File: src/rtl/uart_tx_frame_controller_pkg.sv
// Shared UART definitions: data width, line levels, configuration enums,
// transmitter state encoding and the frame parity helper.
package uart_tx_frame_controller_pkg;

   localparam int DATA_WIDTH = 8;

   localparam logic START_BIT = 1'b0;
   localparam logic STOP_BIT  = 1'b1;

   typedef enum logic {PARITY_EVEN = 1'b0, PARITY_ODD = 1'b1} UartParityEnum;

   typedef enum logic [1:0] {STOP_1 = 2'd1, STOP_2 = 2'd2} UartStopEnum;

   typedef enum logic [4:0] {OS_13 = 5'd13, OS_16 = 5'd16} UartOversampleEnum;

   typedef enum logic [3:0] {
      DATA_5 = 4'd5, DATA_6 = 4'd6, DATA_7 = 4'd7, DATA_8 = 4'd8
   } UartDataTypeEnum;

   typedef enum logic [3:0] {
      RESET          = 4'd0,
      IDLE           = 4'd1,
      STARTBIT       = 4'd2,
      BIT0           = 4'd3,
      BIT1           = 4'd4,
      BIT2           = 4'd5,
      BIT3           = 4'd6,
      BIT4           = 4'd7,
      BIT5           = 4'd8,
      BIT6           = 4'd9,
      BIT7           = 4'd10,
      PARITYBIT      = 4'd11,
      STOPBIT        = 4'd12,
      INVALIDSTOPBIT = 4'd13
   } UartTransmitterStateEnum;

   // Out-of-range data widths fall back to a full byte.
   function automatic logic [3:0] clamp_data_bits(input logic [3:0] dt);
      return ((dt >= DATA_5) && (dt <= DATA_8)) ? dt : DATA_8;
   endfunction

   function automatic logic frame_parity(input logic [DATA_WIDTH-1:0] data,
                                         input logic [3:0] nbits,
                                         input logic odd,
                                         input logic inject);
      logic p;
      p = 1'b0;
      for (int i = 0; i < DATA_WIDTH; i++) begin
         if (4'(i) < nbits) begin
            p = p ^ data[i];
         end
      end
      return p ^ odd ^ inject;
   endfunction

endpackage

File: src/rtl/uart_baud_tick_gen.sv
// Oversample tick generator: pulses tick once every max(divisor,1) clk cycles.
module uart_baud_tick_gen #(
   parameter int DIV_WIDTH = 16
) (
   input  logic                 clk,
   input  logic                 reset,
   input  logic                 clear,
   input  logic [DIV_WIDTH-1:0] divisor,
   output logic                 tick
);

   logic [DIV_WIDTH-1:0] r_tickCnt;
   logic [DIV_WIDTH-1:0] w_divLast;

   // A zero divisor behaves like a divisor of one.
   assign w_divLast = (divisor == {DIV_WIDTH{1'b0}}) ? {DIV_WIDTH{1'b0}}
                    : divisor - {{(DIV_WIDTH-1){1'b0}}, 1'b1};
   assign tick      = (r_tickCnt == w_divLast);

   // Divider count, restarted by the controller on every bit boundary.
   always_ff @(posedge clk or posedge reset) begin
      if (reset) begin
         r_tickCnt <= {DIV_WIDTH{1'b0}};
      end else if (clear || tick) begin
         r_tickCnt <= {DIV_WIDTH{1'b0}};
      end else begin
         r_tickCnt <= r_tickCnt + {{(DIV_WIDTH-1){1'b0}}, 1'b1};
      end
   end

endmodule

File: src/rtl/uart_tx_frame_controller.sv
// UART transmit frame sequencer with error injection.
// Optional frameCount output enabled by defining UART_TX_FRAME_COUNT_EN.
module uart_tx_frame_controller
   import uart_tx_frame_controller_pkg::*;
#(
   parameter int DIV_WIDTH = 16
) (
   input  logic                    clk,
   input  logic                    reset,
   input  logic [DATA_WIDTH-1:0]   txData,
   input  logic                    txValid,
   output logic                    txReady,
   input  logic [3:0]              dataType,
   input  logic                    parityEnable,
   input  logic                    parityType,
   input  logic [1:0]              stopBits,
   input  logic [4:0]              overSampling,
   input  logic [DIV_WIDTH-1:0]    baudDivisor,
   input  logic                    parityErrInj,
   input  logic                    framingErrInj,
   input  logic                    breakErrInj,
   output logic                    txd,
   output UartTransmitterStateEnum state,
   output logic                    frameDone
`ifdef UART_TX_FRAME_COUNT_EN
   ,output logic [15:0]            frameCount
`endif
);

   UartTransmitterStateEnum r_state;
   logic                  r_txd, r_txReady, r_frameDone;
   logic [4:0]            r_sampleCnt, r_os;
   logic [2:0]            r_bitIdx;
   logic                  r_stopCnt, r_twoStop, r_parEn, r_parity, r_framErr, r_break;
   logic [DATA_WIDTH-1:0] r_data;
   logic [3:0]            r_nbits;
   logic [DIV_WIDTH-1:0]  r_div;

   logic w_tick, w_accept, w_inFrame, w_inStop, w_bitEnd, w_lastStop;
   logic w_lastData, w_stateChange, w_clear, w_frameEnd;
   UartTransmitterStateEnum w_stopState;

   assign w_accept      = (r_state == IDLE) && r_txReady && txValid;
   assign w_inFrame     = (r_state != RESET) && (r_state != IDLE);
   assign w_inStop      = (r_state == STOPBIT) || (r_state == INVALIDSTOPBIT);
   assign w_bitEnd      = w_inFrame && w_tick && (r_sampleCnt == (r_os - 5'd1));
   assign w_lastStop    = (r_stopCnt == r_twoStop);
   assign w_lastData    = ({1'b0, r_bitIdx} == (r_nbits - 4'd1));
   assign w_frameEnd    = w_inStop && w_bitEnd && w_lastStop;
   // The only bit end without a state change is between two stop bits.
   assign w_stateChange = w_bitEnd && !(w_inStop && !w_lastStop);
   assign w_clear       = !w_inFrame || w_accept || w_stateChange;
   assign w_stopState   = r_framErr ? INVALIDSTOPBIT : STOPBIT;

   uart_baud_tick_gen #(.DIV_WIDTH(DIV_WIDTH)) u_tick_gen (
      .clk     (clk),
      .reset   (reset),
      .clear   (w_clear),
      .divisor (r_div),
      .tick    (w_tick)
   );

   // Oversample counter within the current bit.
   always_ff @(posedge clk or posedge reset) begin
      if (reset) begin
         r_sampleCnt <= 5'd0;
      end else if (w_clear) begin
         r_sampleCnt <= 5'd0;
      end else if (w_tick) begin
         r_sampleCnt <= w_bitEnd ? 5'd0 : r_sampleCnt + 5'd1;
      end else begin
         r_sampleCnt <= r_sampleCnt;
      end
   end

   // Frame state machine with registered line, handshake and done outputs.
   always_ff @(posedge clk or posedge reset) begin
      if (reset) begin
         r_state     <= RESET;
         r_txd       <= STOP_BIT;
         r_txReady   <= 1'b0;
         r_frameDone <= 1'b0;
         r_bitIdx    <= 3'd0;
         r_stopCnt   <= 1'b0;
         r_data      <= {DATA_WIDTH{1'b0}};
         r_nbits     <= 4'd8;
         r_parEn     <= 1'b0;
         r_parity    <= 1'b0;
         r_twoStop   <= 1'b0;
         r_os        <= 5'd16;
         r_div       <= {DIV_WIDTH{1'b0}};
         r_framErr   <= 1'b0;
         r_break     <= 1'b0;
      end else begin
         r_frameDone <= 1'b0;
         case (r_state)
            RESET: begin
               r_state   <= IDLE;
               r_txReady <= 1'b1;
               r_txd     <= STOP_BIT;
            end
            IDLE: begin
               r_txd <= STOP_BIT;
               if (w_accept) begin
                  r_state   <= STARTBIT;
                  r_txd     <= START_BIT;
                  r_txReady <= 1'b0;
                  r_bitIdx  <= 3'd0;
                  r_stopCnt <= 1'b0;
                  r_data    <= txData;
                  r_nbits   <= clamp_data_bits(dataType);
                  r_parEn   <= parityEnable;
                  r_parity  <= frame_parity(txData, clamp_data_bits(dataType),
                                            parityType == PARITY_ODD, parityErrInj);
                  r_twoStop <= (stopBits == STOP_2);
                  r_os      <= (overSampling == OS_13) ? 5'd13 : 5'd16;
                  r_div     <= baudDivisor;
                  r_framErr <= framingErrInj;
                  r_break   <= breakErrInj;
               end else begin
                  r_txReady <= 1'b1;
               end
            end
            STARTBIT: begin
               if (w_bitEnd) begin
                  r_state <= BIT0;
                  r_txd   <= !r_break && r_data[0];
               end else begin
                  r_state <= r_state;
               end
            end
            BIT0, BIT1, BIT2, BIT3, BIT4, BIT5, BIT6, BIT7: begin
               if (w_bitEnd && w_lastData && r_parEn) begin
                  r_state <= PARITYBIT;
                  r_txd   <= !r_break && r_parity;
               end else if (w_bitEnd && w_lastData) begin
                  r_state <= w_stopState;
                  r_txd   <= !r_break && !r_framErr;
               end else if (w_bitEnd) begin
                  r_state  <= UartTransmitterStateEnum'(r_state + 4'd1);
                  r_bitIdx <= r_bitIdx + 3'd1;
                  r_txd    <= !r_break && r_data[r_bitIdx + 3'd1];
               end else begin
                  r_state <= r_state;
               end
            end
            PARITYBIT: begin
               if (w_bitEnd) begin
                  r_state <= w_stopState;
                  r_txd   <= !r_break && !r_framErr;
               end else begin
                  r_state <= r_state;
               end
            end
            STOPBIT, INVALIDSTOPBIT: begin
               if (w_frameEnd) begin
                  r_state     <= IDLE;
                  r_txd       <= STOP_BIT;
                  r_frameDone <= 1'b1;
                  r_txReady   <= 1'b0;
               end else if (w_bitEnd) begin
                  r_stopCnt <= 1'b1;
               end else begin
                  r_stopCnt <= r_stopCnt;
               end
            end
            default: begin
               r_state   <= IDLE;
               r_txd     <= STOP_BIT;
               r_txReady <= 1'b0;
            end
         endcase
      end
   end

   assign txd       = r_txd;
   assign txReady   = r_txReady;
   assign state     = r_state;
   assign frameDone = r_frameDone;

`ifdef UART_TX_FRAME_COUNT_EN
   logic [15:0] r_frameCount;

   // Completed-frame counter, wraps naturally at 16 bits.
   always_ff @(posedge clk or posedge reset) begin
      if (reset) begin
         r_frameCount <= 16'd0;
      end else if (w_frameEnd) begin
         r_frameCount <= r_frameCount + 16'd1;
      end else begin
         r_frameCount <= r_frameCount;
      end
   end

   assign frameCount = r_frameCount;
`endif

endmodule

File: config.mk
export PLATFORM = sky130hd
export DESIGN_NAME = uart_tx_frame_controller
export DESIGN_NICKNAME = d
export VERILOG_FILES = /design/src/rtl/uart_tx_frame_controller_pkg.sv /design/src/rtl/uart_baud_tick_gen.sv /design/src/rtl/uart_tx_frame_controller.sv
export SDC_FILE = /design/constraint.sdc
export NUM_CORES = 1
export LEC_CHECK = 0
export CAP_MARGIN = 40
export CORE_UTILIZATION = 55
export CTS_CLUSTER_DIAMETER = 120
export DETAILED_ROUTE_END_ITERATION = 12
export PLACE_DENSITY = 0.78
export SYNTH_ARGS = -nofsm -noshare
export SYNTH_HDL_FRONTEND = slang
export SYNTH_HIERARCHICAL = 1
export SYNTH_SLANG_ARGS = --single-unit
File: constraint.sdc
create_clock -name clk -period 13.85 [get_ports clk]
set_input_delay 2.77 -clock clk [delete_from_list [all_inputs] [get_ports clk]]
set_output_delay 2.77 -clock clk [all_outputs]
set_load 0.005 [all_outputs]
==> results.md <==
* Layout cell share with drive strength beyond 1 at roughly 9.6%
* Num ports at 50
* Pin count of the biggest net entering global routing at 41
* Initial DRC count at ~340
* Area growth from synthesis to final layout at 17.1%
* Worst hold-check path type: reg2reg
* R2R Setup Slk at between 8000 and 9000 ps
* Hold Crit Start: r_break$_DFFE_PP0P_
* Most common cell after layout, fill and taps aside: nand2_1
* Final core utilization at about two thirds
* Setup violators final at 0
* RSZ-0062 raised after global routing: no
* Final hold viol count at 0
* Input/output buffers at 49
* EDFF count, synth at 0
* Core Footprint at between 7000 and 8000 um^2
* Max clock buf depth at 2
* Die area at around 8600 um^2
* Netlist cell types at 80
* Worst slack, placed at approximately 8700 ps
* Largest stage delay, worst path at 610 ps
* Post-CTS repair timing setup buffer count at 0
* R2R depth at 16
* Clk_skew at approximately 15 ps
* CP Launch Type: flop
* Critical-path cell list: inv_1 > ha_1 > nor3b_2 > nand4_2 > o211a_1 > o311a_1 > or4_4 > a211oi_4 > and2_1 > nand3_1 > a211oi_4 > or2_2 > nor2b_1 > buf_4 > nand2b_1 > a21oi_1
* GR Overflow Total at 0
* Clock sinks at 67
* Most frequent cells in the layout: nand2_1 (105), dfrtp_1 (64), clkdlybuf4s50_1 (49), nor2_1 (33), xnor2_1 (28)
* Worst hold slack at 468 ps
* Worst path required time at between 10000 and 15000 ps
* H-tree levels at 3
* Count of final max-slew check failures at 0
* Global-route usage over all layers at 26.3%
* Rows at 32
* Total of max-cap violations at 0
* Post-synth top area share at a little over a third
* Post-Syn Instances at around 500
* Yosys warns at 6
* Register area share after synthesis at between 30 and 40%
* Critical Path AT at between 5000 and 6000 ps
* Area contributors post-synth: dfrtp_1 (36%), nand2_1 (8.7%), xnor2_1 (5.4%)
* Vias per cell at between 5 and 6
* Residual DRC at 0
* Non-filler cells, final at roughly 650
* GPL Wtd Cong at ~0.94
* Worst slew margin at 41.9%
* RR Endpoint: u_tick_gen/r_tickCnt[1]$_DFF_PP0_
* Initial antenna violation count at 0
* Hold buffers post-CTS at 0
* Slew @ Worst Pin at between 800 and 900 ps
* Wire per inst at between 15 and 20 um
* CP bufs+invs at 2
* CP endpoint kind: flop
* Root Driver: clkbuf_8
* Max FO, Critical Path at 17
* Drt first pass iters at 5
* Most frequent CP cell: a211oi_4
* Worst hold path cell count at 1
* CTS tree: yes
* Placed cells at around 640
* Fin crit share at a little under two fifths
* Filler instances at 646
* Netlist Area Pre-Place at roughly 4500 um^2
* Multi-input logic area at between 2000 and 3000 um^2
* Worst path top cell family by delay: simple AND/OR/NAND/NOR gates
* Detail Route Antenna Nets at 0
* Peak Freq at ~0.19 GHz
* Initial core utilization at 57.5%
* Die width at between 90 and 100 um
* Vias in the first global route at around 3600
* Minimum clock period at 5270 ps
* Antenna Cells at 0
* CTS resizes at 0
* Via Count at approximately 3900
* Worst Path Class, Setup: reg2reg
* Post-synth top area cell: dfrtp_1
* Cell area power density at 199 nW/um^2
* Worst Hold End: txd$_DFFE_PP1P_
* TritonCTS Buffers at 9
* Post-DP HPWL at approximately 7.5 mm
* LEAKAGE at 2.23 nW
* Status: finished, final reports clean
* Clock-pin transition on the worst setup and hold timing paths at approximately 80 ps
* FFs w/ async S/R, synth at between 90% and 100%
* Setup WS post-layout at about 8600 ps
* Critical path's slowest cell: a211oi_4
* FF+latch area at 1680 um^2
* Post-synth top flop: dfrtp_1
* Die Ht at about 90 um
* Worst vdd ir at around 110 uV
* Syn Nets at between 500 and 600
* RR Startpoint: r_div[0]$_DFFE_PP0P_
* Global-route wire length before repair at between 15 and 20 mm
* #FFs+latches synth at 67
* Clock latency on the worst-skew pair at approximately 360 ps
* Synth Area per Inst at 8.95 um^2
* Fin Setup TNS at 0 ps
* Final WL at between 10 and 15 mm
* Nets at between 500 and 600
[per-stage QoR]
step	instance area [um^2]	power, W
final	5280	0.00105
after global routing	5280	0.00113
after CTS	5280	0.00105
after detailed placement	5070	0.000870
after global placement	5030	0.000853
after floorplan	4510	0.000748
[synthesized netlist by cell type (3+ instances only)]
cell and instances:
nand2_1 105, dfrtp_1 64, nor2_1 34, xnor2_1 28, inv_1 20, a211oi_1 16
a21oi_1 15, xor2_1 15, o21ai_0 14, clkbuf_1 13, nand3_1 11, ha_1 9
nor3_1 8, mux2i_1 7, nand4_1 7, and3_1 6, nand2b_1 6, buf_2 5
nor2b_1 5, nor4_1 5, o21a_1 5, o22ai_1 5, a31oi_1 4, nand3b_1 4
or3_1 4, or4_1 4, a22o_1 3, and2_1 3, buf_6 3, dfstp_2 3
nor4b_1 3, o2111ai_1 3, o211ai_1 3, or2_2 3
[logic make-up (layout without fill, tap and decap cells)]
group / after synthesis / count (layout) / share of synthesized area, %
simple gates: 229 / 229 / 26.6
compound gates: 100 / 100 / 16.6
flops: 67 / 67 / 37.3
xor+xnor: 45 / 45 / 9.41
buf+inv: 42 / 90 / 4.22
mux: 12 / 12 / 3.38
fa+ha+maj: 9 / 9 / 2.50
[flip-flops by register name (all words and copies together), names as in the netlist, 2 cells and up]
| signal | count |
|---|---|
| r_div | 16 |
| u_tick_gen/r_tickCnt | 16 |
| r_data | 8 |
| r_sampleCnt | 5 |
| r_nbits | 4 |
| state | 4 |
| r_bitIdx | 3 |
| r_os | 2 |
[cell type report]
cell class | instances | area share [%]
Tap cell | 102 | 2.42
Multi-Input combinational cell | 395 | 50.0
Clock buffer | 11 | 2.49
Sequential cell | 67 | 31.8
Clock inverter | 5 | 1.47
Timing Repair Buffer | 54 | 10.4
Inverter | 20 | 1.42
[worst max-delay path by stage]
stage	from	end	slack, ps	cells after the start
after global routing	r_div[0]$_DFFE_PP0P_	u_tick_gen/r_tickCnt[1]$_DFF_PP0_	8220	16
after floorplan	r_div[0]$_DFFE_PP0P_	u_tick_gen/r_tickCnt[5]$_DFF_PP0_	9260	17
after detailed placement	r_div[0]$_DFFE_PP0P_	u_tick_gen/r_tickCnt[1]$_DFF_PP0_	8660	16
after global placement	r_div[0]$_DFFE_PP0P_	u_tick_gen/r_tickCnt[1]$_DFF_PP0_	8420	15
final	r_div[0]$_DFFE_PP0P_	u_tick_gen/r_tickCnt[1]$_DFF_PP0_	8580	16
after CTS	r_div[0]$_DFFE_PP0P_	u_tick_gen/r_tickCnt[1]$_DFF_PP0_	8580	16
[power by group]
part / internal [W] / leakage, nW / total [W] / switching (W)
Sequential: 0.000262 / 0.865 / 0.000367 / 0.000105
Combinational: 0.000247 / 1.26 / 0.000510 / 0.000263
Clock: 0.000101 / 0.103 / 0.000176 / 0.0000748
[metal layers]
| layer | vias up | wire length [um] | global-route usage (%) |
|---|---|---|---|
| met3 | 12 | 598 | 5.83 |
| met5 | - | 0 | 0 |
| met1 | 1882 | 4810 | 37.1 |
| li1 | 1890 | - | - |
| met2 | 139 | 4660 | 39.7 |
| met4 | 0 | 145 | 9.24 |
Note: power is estimated with default switching activity, not from simulation.
